<file path="config.mk">
export PLATFORM = sky130hd
export DESIGN_NAME = mult_arb_sched_flat
export DESIGN_NICKNAME = d
export VERILOG_FILES = /design/src/rtl/mult_arb_pkg.sv /design/src/rtl/mult_arb_sched_if.sv /design/src/rtl/mult_arb_sched_shift_add_core.sv /design/src/rtl/mult_arb_sched.sv /design/src/flat_wrapper.sv
export SDC_FILE = /design/constraint.sdc
export NUM_CORES = 1
export LEC_CHECK = 0
export CAP_MARGIN = 20
export CORE_AREA = 4 4 88 73
export DETAILED_ROUTE_END_ITERATION = 6
export DIE_AREA = 0 0 92 77
export PLACE_DENSITY = 0.87
export SYNTH_ARGS = -nofsm -noshare
export SYNTH_HDL_FRONTEND = slang
export SYNTH_HIERARCHICAL = 1
export SYNTH_SLANG_ARGS = --single-unit
</file>
<file path="constraint.sdc">
create_clock -name clk -period 2.6 [get_ports clk]
set_input_delay 0.39 -clock clk [delete_from_list [all_inputs] [get_ports clk]]
set_output_delay 0.39 -clock clk [all_outputs]
set_load 0.03 [all_outputs]
</file>
<file path="src/rtl/mult_arb_pkg.sv">
// mult_arb_pkg: FSM encoding and default sizes shared by the multiplier arbiter files
package mult_arb_pkg;
  localparam int NREQ_DEF = 4;
  localparam int W_DEF = 4;
  typedef enum logic [1:0] {IDLE, CALC, DONE} state_t;
endpackage

</file>
<file path="src/rtl/mult_arb_sched_if.sv">
// mult_arb_sched_if: requester-side bus of the shared multiplier (requests, operands, completion)
interface mult_arb_sched_if import mult_arb_pkg::*; #(
  parameter int NREQ = NREQ_DEF,
  parameter int W = W_DEF
);
  localparam int IW = $clog2(NREQ);
  logic [NREQ-1:0] req;
  logic [NREQ*W-1:0] a_in;
  logic [NREQ*W-1:0] b_in;
  logic busy;
  logic [NREQ-1:0] done;
  logic [2*W-1:0] result;
  logic [IW-1:0] result_id;
  modport master (output req, a_in, b_in, input busy, done, result, result_id);
  modport slave (input req, a_in, b_in, output busy, done, result, result_id);
endinterface

</file>
<file path="src/rtl/mult_arb_sched_shift_add_core.sv">
// shift_add_core: W-step shift-add unsigned multiplier; A sits in the low half of the accumulator
module shift_add_core import mult_arb_pkg::*; #(
  parameter int W = W_DEF
) (
  input  logic clk,
  input  logic reset,
  input  logic i_load,
  input  logic i_step,
  input  logic [W-1:0] i_a,
  input  logic [W-1:0] i_b,
  output logic [2*W-1:0] o_prod,
  output logic o_last
);
  localparam int CW = $clog2(W) + 1;
  logic [2*W:0] r_acc;
  logic [W-1:0] r_b;
  logic [CW-1:0] r_cnt;
  logic [W:0] w_sum;
  // bit 2W is always zero after a shift, so it doubles as the carry guard for the add
  assign w_sum = r_acc[2*W:W] + (r_acc[0] ? {1'b0, r_b} : '0);
  assign o_prod = r_acc[2*W-1:0];
  assign o_last = r_cnt == CW'(W - 1);
  always_ff @(posedge clk or posedge reset) begin
    if (reset) begin
      r_acc <= '0;
      r_b <= '0;
      r_cnt <= '0;
    end else if (i_load) begin
      r_acc <= {{(W + 1){1'b0}}, i_a};
      r_b <= i_b;
      r_cnt <= '0;
    end else if (i_step) begin
      r_acc <= {1'b0, w_sum, r_acc[W-1:1]};
      r_cnt <= r_cnt + 1'b1;
    end
  end
endmodule

</file>
<file path="src/rtl/mult_arb_sched.sv">
// mult_arb_sched: round-robin arbiter sharing one shift-add multiplier among NREQ requesters
module mult_arb_sched import mult_arb_pkg::*; #(
  parameter int NREQ = NREQ_DEF,
  parameter int W = W_DEF
) (
  input logic clk,
  input logic reset,
  mult_arb_sched_if.slave bus
);
  localparam int IW = $clog2(NREQ);
  state_t r_state, w_next;
  logic [IW-1:0] r_last, r_result_id, w_win;
  logic [2*W-1:0] r_result, w_prod;
  logic [W-1:0] w_a, w_b;
  logic w_any, w_load, w_step, w_last;
  // scan from farthest to nearest so the requester right after r_last wins
  always_comb begin
    w_win = r_last;
    for (int k = NREQ; k >= 1; k--)
      if (bus.req[(int'(r_last) + k) % NREQ]) w_win = IW'((int'(r_last) + k) % NREQ);
  end
  assign w_any = |bus.req;
  assign w_a = bus.a_in[int'(w_win) * W +: W];
  assign w_b = bus.b_in[int'(w_win) * W +: W];
  shift_add_core #(.W(W)) u_core (
    .clk(clk),
    .reset(reset),
    .i_load(w_load),
    .i_step(w_step),
    .i_a(w_a),
    .i_b(w_b),
    .o_prod(w_prod),
    .o_last(w_last)
  );
  always_ff @(posedge clk or posedge reset) begin
    if (reset) r_state <= IDLE;
    else r_state <= w_next;
  end
  always_comb begin
    w_next = r_state == IDLE ? (w_any ? CALC : IDLE) :
             r_state == CALC ? (w_last ? DONE : CALC) : IDLE;
  end
  always_comb begin
    w_load = r_state == IDLE && w_any;
    w_step = r_state == CALC;
    bus.busy = r_state != IDLE;
    bus.done = r_state == DONE ? {{(NREQ - 1){1'b0}}, 1'b1} << r_last : '0;
    bus.result = r_state == DONE ? w_prod : r_result;
    bus.result_id = r_state == DONE ? r_last : r_result_id;
  end
  // r_last doubles as the owner of the operation in flight
  always_ff @(posedge clk or posedge reset) begin
    if (reset) begin
      r_last <= IW'(NREQ - 1);
      r_result <= '0;
      r_result_id <= '0;
    end else begin
      if (w_load) r_last <= w_win;
      if (r_state == DONE) begin
        r_result <= w_prod;
        r_result_id <= r_last;
      end
    end
  end
endmodule

</file>
<file path="src/flat_wrapper.sv">
// flat-port wrapper written by rule: the top's interface ports become plain ports
module mult_arb_sched_flat import mult_arb_pkg::*;
#(
  parameter int NREQ = NREQ_DEF,
  parameter int W = W_DEF
)
  (clk, reset, bus_req, bus_a_in, bus_b_in, bus_busy, bus_done, bus_result, bus_result_id);
  mult_arb_sched_if #(.NREQ(NREQ), .W(W)) bus_i ();
  input logic clk;
  input logic reset;
  input wire logic [$bits(bus_i.req)-1:0] bus_req;
  input wire logic [$bits(bus_i.a_in)-1:0] bus_a_in;
  input wire logic [$bits(bus_i.b_in)-1:0] bus_b_in;
  output wire logic [$bits(bus_i.busy)-1:0] bus_busy;
  output wire logic [$bits(bus_i.done)-1:0] bus_done;
  output wire logic [$bits(bus_i.result)-1:0] bus_result;
  output wire logic [$bits(bus_i.result_id)-1:0] bus_result_id;
  assign bus_i.req = bus_req;
  assign bus_i.a_in = bus_a_in;
  assign bus_i.b_in = bus_b_in;
  assign bus_busy = bus_i.busy;
  assign bus_done = bus_i.done;
  assign bus_result = bus_i.result;
  assign bus_result_id = bus_i.result_id;
  mult_arb_sched #(.NREQ(NREQ), .W(W)) u_core (.clk(clk), .reset(reset), .bus(bus_i));
endmodule
</file>
==> impl_metrics.yaml <==
status:
  status: "completed"
synth:
  synth_edf_count: 0
  syn_avg_cell_area_sq_um: 8.72
  ys_top_cells_by_area: "dfrtp_1 27%, o32ai_1 8.3%, a31oi_1 6.4%"
  yosys-top-cells-count: "27 x dfrtp_1, 26 x a31oi_1, 26 x inv_1"
  ys_seq_area_frac: 0.286
  synth-main-ff-cell: "dfrtp_1"
  syn_inst: 292
  synth.cell_area_sq_mm: 0.00255
  syn_nets: 341
  synth_top_area_frac: 0.265
  yosysMostFrequentCell: "dfrtp_1"
  ys_ff_latch: 29
  yosysUniqueCellTypes: 46
  async_flop_share: 1.00
  yosys_warnings: 6
  yosysTopAreaCell: "dfrtp_1"
placed_design:
  gp_congestion: 0.846
  io_buffers: 52
  dpl_cell_area_sq_mm: 0.00325
  dpl.hpwl_mm: 5.41
  dp_slack_ns: -0.0387
die:
  core_sq_mm: 0.00547
  rows: 24
  io_pins: 53
  die-area_sq_mm: 0.00708
  die_h_um: 77
  die_x_um: 92
  initial_utilization: 0.466
worst_setup_path:
  path_max_fanout: 8
  cp-end-kind: "flip-flop"
  cpMaxStageDelayCell: "dfstp_2"
  max_stage_delay_ns: 0.53
  worstPathArrival_ns: 2.71
  crit_top_cell: "a31oi_1"
  critical_path_class: "reg2reg"
  start_kind: "flip-flop"
  critical_path_required_ns: 2.77
  path_cells: "inv_1, ha_4, mux2_4, nor2_4, buf_6, o32ai_1, a31oi_1, a31oi_1, mux2_1"
timing:
  fmax_ghz: 0.394
  holdWs_ns: 0.489
  finalHoldViolCount: 0
  fin_worst_skew_ns: 0.00558
  finalCritPeriodShare: 0.976
  slew_headroom: 0.581
  rsz0062_at_grt: "yes"
  post-route-min-period_ns: 2.54
  setup_viol: 0
  fin_ws_ns: 0.0614
  drv_slew: 0
  worstMarginPinSlew_ns: 0.628
final_layout:
  drive_gt1_frac: 0.197
  nNetsFinal: 399
  diodes: 0
  area_delta_synth_final_pct: 32.4
  stdcell_area_sq_mm: 0.00337
pwr:
  p_leak_nw: 1.42
  ir_drop_mv: 0.486
  powerDensity_mw_per_mm2: 1170
clocking:
  insertion_delay_ns: 0.29
  clock-root-buffer: "clkbuf_8"
  cts_inserted_buffers: 5
  cts.sinks: 29
  path_clk_slew_ns: 0.07
  htreeDepth: 2
  cts-hold-fix-buffers: 0
  clockBufferDepth: 2
  cts_tree: "yes"
routing:
  wl_mm: 7.41
  wl_per_cell_um: 17.3
  ant_nets: 0
  drtPass1Iterations: 5
  drc: 0
  first_iter_violations: 233
  routed-via-count: 2573
  viasPerCell: 6.00
hold_path:
  hp-class: "in2async"
global_routing:
  grt_antenna_before_repair: 0
  grt_max_degree: 59
  grt-ovfl-total: 0
  grt_pass1_vias: 2416
  grt_util_all_layers: 0.208
  grt_pass1_wl_mm: 12.0
job:
  drv_cap: 0
==> cell usage in the layout, fill, tap and decap left out, types with 3 or more instances in the layout <==
| cell | instances |
|---|---|
| buf_4 | 21 |
| ha_1 | 9 |
| mux2_2 | 10 |
| clkdlybuf4s50_1 | 52 |
| a31oi_1 | 26 |
| mux2_1 | 4 |
| o32ai_1 | 24 |
| o21ai_0 | 4 |
| a2111oi_1 | 3 |
| nor2_1 | 14 |
| mux2i_1 | 8 |
| dfrtp_1 | 27 |
| nand3_1 | 18 |
| nor3_1 | 8 |
| nand2_1 | 22 |
| and4_1 | 8 |
| clkbuf_8 | 5 |
| a2111oi_0 | 3 |
| a211oi_2 | 4 |
| and2_1 | 9 |
| inv_1 | 26 |
| nor2b_1 | 3 |
==> where the power goes <==
part	switching (mW)	internal, mW	leakage (nW)
clock network	0.181	0.184	0.0439
registers	0.126	0.664	0.362
logic	1.58	1.21	1.02
total	1.89	2.06	1.42
==> final cells by class <==
class | count | area, sq um
clock buffer | 5 | 68.8
tap | 78 | 97.6
sequential | 29 | 728
multi-input combinational | 209 | 1600
inverter | 28 | 121
timing repair buffer | 77 | 741
fill | 464 | 2090
clock inverter | 3 | 17.5
==> per-layer routing <==
| metal | up-vias | global-route usage | wire length [um] |
|---|---|---|---|
| met1 | 1225 | 0.267 | 3100 |
| met4 | 0 | 0.0668 | 216 |
| li1 | 1203 | - | - |
| met2 | 119 | 0.356 | 3550 |
| met5 | - | 0 | 0 |
| met3 | 26 | 0.0333 | 536 |
==> through the flow <==
stage                     total power, mW  instances  setup TNS (ns)  utilization
after CTS                            3.83        429               0        0.610
after global placement               3.35        421               0        0.594
after global routing                 4.22        429         -0.0611        0.617
after floorplan                      2.68        292               0            -
after detailed placement             3.44        421         -0.0634        0.594
final                                3.94        429               0        0.617
==> worst max-delay path: cells and delay by family, from the launching register on <==
| kind | cells | cell delay (ns) |
|---|---|---|
| buffers and inverters | 2 | 0.24 |
| adder cells (fa/ha/maj) | 1 | 0.31 |
| AND/OR/NAND/NOR | 1 | 0.22 |
| multiplexers | 2 | 0.66 |
| flip-flops | 1 | 0.53 |
| AO/OA/AOI/OAI | 3 | 0.46 |
==> worst paths after layout <==
check                                     startpoint                      to  slack, ns  depth (start not counted)
min in group clk                u_core/u_core/r_b[2]    u_core/u_core/r_b[2]       0.49                          1
worst min-delay path                           reset      u_core/r_result[4]       0.49                          2
worst max register to register      u_core/r_last[1]    u_core/u_core/r_b[3]       0.06                          9
worst min register to register  u_core/u_core/r_b[2]    u_core/u_core/r_b[2]       0.49                          1
worst max-delay path                u_core/r_last[1]    u_core/u_core/r_b[3]       0.06                          9
max in group asynchronous                      reset  u_core/u_core/r_cnt[1]       1.68                          2
==> sequential cells by signal, indices dropped and copies added (netlist names) <==
| register | count |
|---|---|
| u_core/u_core/r_b | 4 |
| u_core/u_core/r_acc | 8 |
| u_core/u_core/r_cnt | 3 |
| u_core/r_last | 2 |
| u_core/r_result_id | 2 |
| u_core/r_state | 2 |
| u_core/r_result | 8 |
==> what timing repair did <==
action	CTS	global route
endpoints found under the setup margin	0	8
hold endpoints to repair	0	0
gates resized for setup	0	13
setup buffers	0	0
==> logic make-up (layout without fill, tap and decap cells) <==
logic type / count (synthesis) / count (layout) / synth area share
simple gates: 91 / 91 / 0.186
compound gates: 81 / 81 / 0.251
buf+inv: 54 / 113 / 0.109
flops: 29 / 29 / 0.286
mux: 24 / 24 / 0.104
fa+ha+maj: 11 / 11 / 0.0570
xor+xnor: 2 / 2 / 0.00688
(Power assumes the default switching activity.)
